==> src/rtl/cic_interpolator_if.sv <==
// cic_interpolator_if: low-rate sample handshake plus high-rate sample/strobe/underrun outputs
interface cic_interpolator_if #(
  parameter int INP_WIDTH = 16,
  parameter int OUT_WIDTH = 25
);
  logic [INP_WIDTH-1:0] s_data;
  logic s_valid;
  logic s_ready;
  logic [OUT_WIDTH-1:0] samp_out_data;
  logic samp_out_str;
  logic underrun;
  modport master (
    output s_data, s_valid,
    input s_ready, samp_out_data, samp_out_str, underrun
  );
  modport slave (
    input s_data, s_valid,
    output s_ready, samp_out_data, samp_out_str, underrun
  );
endinterface

==> src/rtl/cic_interpolator.sv <==
// cic_interpolator: N-stage CIC interpolator by R with zero-stuffing and input-starvation detect
module cic_interpolator #(
  parameter int INP_WIDTH = 16,
  parameter int CIC_R = 8,
  parameter int CIC_N = 3,
  parameter int CIC_M = 1,
  parameter int OUT_WIDTH = INP_WIDTH + CIC_N * $clog2(CIC_R * CIC_M)
) (
  input logic clk,
  input logic reset_n,
  cic_interpolator_if.slave bus
);
  localparam int W = INP_WIDTH + CIC_N * $clog2(CIC_R * CIC_M);
  localparam int PW = $clog2(CIC_R);
  logic [PW-1:0] phase;
  logic accept, adv, started, str, ur;
  logic [W-1:0] acc, stuffed;
  logic [W-1:0] cin [CIC_N];
  logic [W-1:0] dly [CIC_N][CIC_M];
  logic [W-1:0] integ [CIC_N];
  assign bus.s_ready = phase == '0;
  assign accept = bus.s_valid && bus.s_ready;
  assign adv = phase != '0 || accept;
  assign stuffed = accept ? acc : '0;
  assign bus.samp_out_data = integ[CIC_N-1][W-1 -: OUT_WIDTH];
  assign bus.samp_out_str = str;
  assign bus.underrun = ur;
  // comb chain runs in the accept cycle; cin[k] is what stage k pushes into its delay line
  always_comb begin
    acc = {{(W-INP_WIDTH){bus.s_data[INP_WIDTH-1]}}, bus.s_data};
    for (int k = 0; k < CIC_N; k++) begin
      cin[k] = acc;
      acc = acc - dly[k][CIC_M-1];
    end
  end
  always_ff @(posedge clk or negedge reset_n)
    if (!reset_n) begin
      phase <= '0;
      started <= 1'b0;
      str <= 1'b0;
      ur <= 1'b0;
      for (int k = 0; k < CIC_N; k++) begin
        integ[k] <= '0;
        for (int j = 0; j < CIC_M; j++) dly[k][j] <= '0;
      end
    end else begin
      str <= adv;
      ur <= started && bus.s_ready && !bus.s_valid;
      if (accept) started <= 1'b1;
      if (adv) phase <= phase == PW'(CIC_R - 1) ? '0 : phase + 1'b1;
      if (accept)
        for (int k = 0; k < CIC_N; k++) begin
          dly[k][0] <= cin[k];
          for (int j = 1; j < CIC_M; j++) dly[k][j] <= dly[k][j-1];
        end
      if (adv) begin
        integ[0] <= integ[0] + stuffed;
        for (int k = 1; k < CIC_N; k++) integ[k] <= integ[k] + integ[k-1];
      end
    end
endmodule

==> src/flat_wrapper.sv <==
// flat-port wrapper written by rule: the top's interface ports become plain ports
module cic_interpolator_flat 
#(
  parameter int INP_WIDTH = 16,
  parameter int CIC_R = 8,
  parameter int CIC_N = 3,
  parameter int CIC_M = 1,
  parameter int OUT_WIDTH = INP_WIDTH + CIC_N * $clog2(CIC_R * CIC_M)
)
  (clk, reset_n, bus_s_data, bus_s_valid, bus_s_ready, bus_samp_out_data, bus_samp_out_str, bus_underrun);
  cic_interpolator_if #(.INP_WIDTH(INP_WIDTH), .OUT_WIDTH(OUT_WIDTH)) bus_i ();
  input logic clk;
  input logic reset_n;
  input wire logic [$bits(bus_i.s_data)-1:0] bus_s_data;
  input wire logic [$bits(bus_i.s_valid)-1:0] bus_s_valid;
  output wire logic [$bits(bus_i.s_ready)-1:0] bus_s_ready;
  output wire logic [$bits(bus_i.samp_out_data)-1:0] bus_samp_out_data;
  output wire logic [$bits(bus_i.samp_out_str)-1:0] bus_samp_out_str;
  output wire logic [$bits(bus_i.underrun)-1:0] bus_underrun;
  assign bus_i.s_data = bus_s_data;
  assign bus_i.s_valid = bus_s_valid;
  assign bus_s_ready = bus_i.s_ready;
  assign bus_samp_out_data = bus_i.samp_out_data;
  assign bus_samp_out_str = bus_i.samp_out_str;
  assign bus_underrun = bus_i.underrun;
  cic_interpolator #(.INP_WIDTH(INP_WIDTH), .CIC_R(CIC_R), .CIC_N(CIC_N), .CIC_M(CIC_M), .OUT_WIDTH(OUT_WIDTH)) u_core (.clk(clk), .reset_n(reset_n), .bus(bus_i));
endmodule
==> config.mk <==
export PLATFORM = sky130hd
export DESIGN_NAME = cic_interpolator_flat
export DESIGN_NICKNAME = d
export VERILOG_FILES = /design/src/rtl/cic_interpolator_if.sv /design/src/rtl/cic_interpolator.sv /design/src/flat_wrapper.sv
export SDC_FILE = /design/constraint.sdc
export NUM_CORES = 1
export LEC_CHECK = 0
export ABC_CLOCK_PERIOD_IN_PS = 6400
export CORE_MARGIN = 1
export CORE_UTILIZATION = 35
export CTS_BUF_LIST = sky130_fd_sc_hd__clkbuf_16
export DETAILED_ROUTE_END_ITERATION = 6
export PLACE_DENSITY = 0.56
export SYNTH_ARGS = -nofsm -noshare
export SYNTH_HDL_FRONTEND = slang
export SYNTH_SLANG_ARGS = --single-unit
==> constraint.sdc <==
create_clock -name clk -period 6.4 [get_ports clk]
set_input_delay 0.64 -clock clk [delete_from_list [all_inputs] [get_ports clk]]
set_output_delay 0.64 -clock clk [all_outputs]
set_load 0.01 [all_outputs]
# ---- Word-level counts from Yosys, hierarchy flattened
# Cells that the tools add are included.
dict set report totals {
  ff_bits 147
  in_bits 19
  elab_cells 27
  mem_bits_ro 0
  ramBits 0
  latch_bits 0
  mem_count 0
}
dict set report classes {
  n_bitwise 0
  n_lt_le_gt_ge 0
  n_shift 0
  n_mux 2
  n_eq_ne 1
  n_reduce_logical 7
  multipliers 0
  div_mod_pow 0
  n_addsub 7
}
# operator count
set op_table {}
lappend op_table {{25-bit adder} 3}
lappend op_table {{25-bit subtractor} 2}
lappend op_table {{25-bit 2-to-1 mux} 1}
lappend op_table {{16-bit by 16-bit subtractor with 17-bit output} 1}
lappend op_table {{3-bit by 1-bit adder with 3-bit output, second input constant} 1}
lappend op_table {{3-bit == test, second input constant} 1}
lappend op_table {{1-bit logical AND} 3}
lappend op_table {{3-bit logical NOT} 1}
lappend op_table {{3-bit 2-to-1 mux} 1}
lappend op_table {{3-bit nonzero test} 1}
lappend op_table {{1-bit logical NOT} 1}
lappend op_table {{1-bit logical OR} 1}

# ---- Longest topological paths before layout
dict set report logic_depth {
  depth_word 5
  ltp_mapped 36
  depth_no_buf 36
}

# ---- Worst setup path after synthesis
# Ideal clock, no wire load.
dict set report synth_path {
  path_kind {input port to flip-flop}
  from {in bus_s_data[0]}
  to {reg u_core.integ[74] in the netlist's numbering}
  arrival_ns 6.830
  slack_ns -0.509
  t_required_ns 6.321
  setup_time_ns 0.079
  stages 35
  n_path_buf 0
  path_cell_list {inv_1 ha_1 inv_1 fa_1 a21o_1 a21oi_1 o21bai_1 a21oi_1 a21oi_1 a21o_1 a211oi_1 nor3_1 ha_1 and4_1 o21a_1 o31ai_1 nand2_1 or2_2 a211oi_1 nor2_1 ha_1 nand4_1 o31ai_1 a31oi_1 xor2_1 nor2_1 ha_1 o21ai_0 o22ai_1 a31oi_1 a211o_1 o211ai_1 or4_1 nand3_1 xor2_1}
}
# item line
set synth_lines {}
lappend synth_lines {{start, declared} flat_wrapper.sv:14} ;# input wire logic [$bits(bus_i.s_data)-1:0] bus_s_data;
lappend synth_lines {{end, declared} cic_interpolator.sv:20} ;# logic [W-1:0] integ [CIC_N];

==> results.md <==
- Mapped Area: 11350 um2
- H-tree Lvls: 4
- Via count: 9837
- Post-Route WL: 24.79 mm
- Top cell by count, worst path: ha_1
- TritonCTS clock tree: yes
- Die area: around 33000 um2
- CTS root buf: clkbuf_16
- Core area: approximately 32000 um2
- Vias in the first global route: about 9.6k
- Setup violators final: 2
- Remaining DRCs: 0
- Layout cells sized above 1: roughly a fifth
- CP arrival: between 7 and 8 ns
- 1st-pass router iterations: 5
- Clock period minus final worst setup slack: between 6 and 7 ns
- Yosys reg bits: between 100 and 150
- Worst-path clk slew: roughly 0.070 ns
- GPL Wtd Cong: between 0.8 and 0.9
- Dpl hpwl: between 15 and 20 mm
- Diodes inserted: 0
- Layout area overhead: 28.99%
- WL per Instance: ~12 um
- GRT Util Overall: between 10% and 20%
- Inserted Clock Buffers: 17
- Row cnt: 65
- CP endpoint kind: register
- CTS Buffer Depth: 2
- Slowest CP cell: or4_1
- Setup Crit Path Kind: primary input to register
- Top FF cell, synth: dfrtp_1
- Post-DRT Antenna Nets: 0
- Worst-margin pin slew: between 0.9 and 1 ns
- Worst-Skew Late Latency: between 0.4 and 0.5 ns
- Post-synthesis sequential area ratio: between 30% and 40%
- Syn Area/Cell: 8.261 um2
- CP required: ~6.8 ns
- Hold Fails Final Rpt: 0
- Synth Instances: roughly 1.4k
- Fin nets: 1751
- Die H: between 150 and 200 um
- Crit share post-route: 103.9%
- Final Non-Filler Cells: about 2k
- Chip width: between 150 and 200 um
- Syn nets: 1531
- Buffers & Inverters on Critical Path: 3
- Number of synthesized flops with an enable pin: 0
- Pins Over Slew Limit: 0
- First-pass GRT wire length: ~43 mm
- Port bufs: 46
- Initial DRC count: 374
- Post-CTS Hold Buffers: 0
- Tightest Hold Check Type: primary input to async pin
- Status: finished, violations left
- Setup ws final: -0.2509 ns
- Leading area contributor after synthesis: dfrtp_1
- Gr ovfl total: 0
- Max Freq: approximately 150 MHz
- Synth top area share: a little under a third
- Max cap viols: 0
- Top cells by count, synth: 139 x dfrtp_1, 133 x a21oi_1, 132 x ha_1
- Crit-path max cell delay: between 0.5 and 0.6 ns
- Starting Density: 35.79%
- Dominant cells by area after synthesis: dfrtp_1 31%, ha_1 15%, a21oi_1 5.9%
- Failing checks: negative setup slack
- Most numerous cell in the Yosys netlist: dfrtp_1
- Synth cell types: 65
- Initial antenna violation count: 0
- Largest net degree at the start of global routing: 92
- CTS sink cnt: around 140
- Top Ports: 47
- DP Cell Count: between 1.5k and 2k
- Kind of cell adding the most delay to the critical path: compound AO/OA/AOI/OAI gates
- Synth Warn #: 0
- CP startpoint kind: primary input
- Fin Setup TNS: -0.3920 ns
- Max Fanout on Critical Path: 4
- Slew HR: about a third
- Setup Skew: about 0.011 ns
- Vias per cell: 4.896
- Asr flop ratio synth: 100.0%
- RSZ-0062 raised after global routing: yes
worst paths after layout:
kind | start | end | slack, ns | depth (start not counted)
worst max-delay path | bus_s_data[3] | u_core.integ[74] | -0.25 | 32
worst min-delay path | reset_n | u_core.bus.samp_out_data[3] | 0.23 | 1
worst max register to register | u_core.dly[50] | u_core.integ[74] | -0.20 | 35
worst min register to register | u_core.started | u_core.started | 0.47 | 1
max in group asynchronous | reset_n | u_core.dly[33] | 4.85 | 2
min in group clk | u_core.started | u_core.started | 0.47 | 1
what timing repair did:
item / 4_1_cts / 5_1_grt
gates resized for setup: 28 / 58
pin swaps: 36 / 35
buffers inserted: 12 / 14
setup endpoints to repair: 10 / 10
final cells by class:
class | count | area (um2)
fill | 3047 | 17080
multi-input combinational | 1077 | 7634
sequential | 139 | 3478
timing repair buffer | 260 | 2068
tap | 402 | 503.0
clock buffer | 17 | 425.4
inverter | 99 | 384.1
clock inverter | 15 | 148.9
layout by cell type (no fill, tap or decap), types with 5 or more instances in the layout:
cell type        instances
xnor2_1                 39
and2_1                   5
and3_1                   5
o21ai_0                112
o211ai_1                11
a31oi_1                  7
nor2_1                 116
o21bai_1                 9
a211oi_2                 6
o21ai_2                  7
ha_1                   124
ha_4                     6
clkdlybuf4s50_1         42
buf_4                  212
clkbuf_16               17
xor2_1                  44
inv_1                   94
o31ai_1                 14
nor3b_1                  6
a21oi_1                115
or3_1                    5
nand3_1                 23
fa_1                     5
a211oi_1                10
a21o_1                  40
o21a_1                  25
nand2b_1                25
nor3_1                  26
dfrtp_1                139
o31a_1                   5
a21oi_2                 17
nor2b_1                 19
o21ai_1                 21
inv_2                    5
nand4_1                  9
nand2_1                127
flip-flops by register name, summed over array words and instances (netlist names):
name	count
u_core.dly	58
u_core.integ	50
u_core.bus.samp_out_data	25
u_core.phase	3
u_core.bus.samp_out_str	1
u_core.bus.underrun	1
u_core.started	1
per-stage QoR:
step / setup slack [ns] / utilization [%] / hold slack (ns) / instance area, um2
CTS: -0.1001 / 45.06 / 0.2665 / 14290
global route: -0.6094 / 46.16 / 0.3108 / 14640
detailed placement: -1.132 / 42.74 / 0.4632 / 13560
floorplan: -0.1632 / - / 0.3444 / 11470
global placement: -1.015 / 42.74 / 0.4468 / 13560
finish: -0.2509 / 46.16 / 0.2329 / 14640
worst reg2reg max path: cells and delay by family (launching register included):
family	cells	cell delay [ns]
AO/OA/AOI/OAI	17	2.69
adder cells (fa/ha/maj)	5	1.51
AND/OR/NAND/NOR	9	1.48
flip-flops	1	0.38
buffers and inverters	3	0.34
XOR/XNOR	1	0.12
logic make-up after synthesis:
group | share of synthesized area (%)
flops | 30.64
xor+xnor | 6.867
buf+inv | 6.052
mux | 0.2976
fa+ha+maj | 15.61
compound gates | 24.06
simple gates | 16.47
metal layers:
metal / wire length [um] / vias up / track usage (%)
met5: 0 / - / 0
met4: 350 / 0 / 4.639
met3: 477 / 21 / 2.594
met2: 11760 / 95 / 27.14
met1: 12200 / 4422 / 20.02
li1: - / 5299 / -
Power is not shown: default switching activity piles up to over one toggle a cycle in this logic, so the estimate is an artifact.
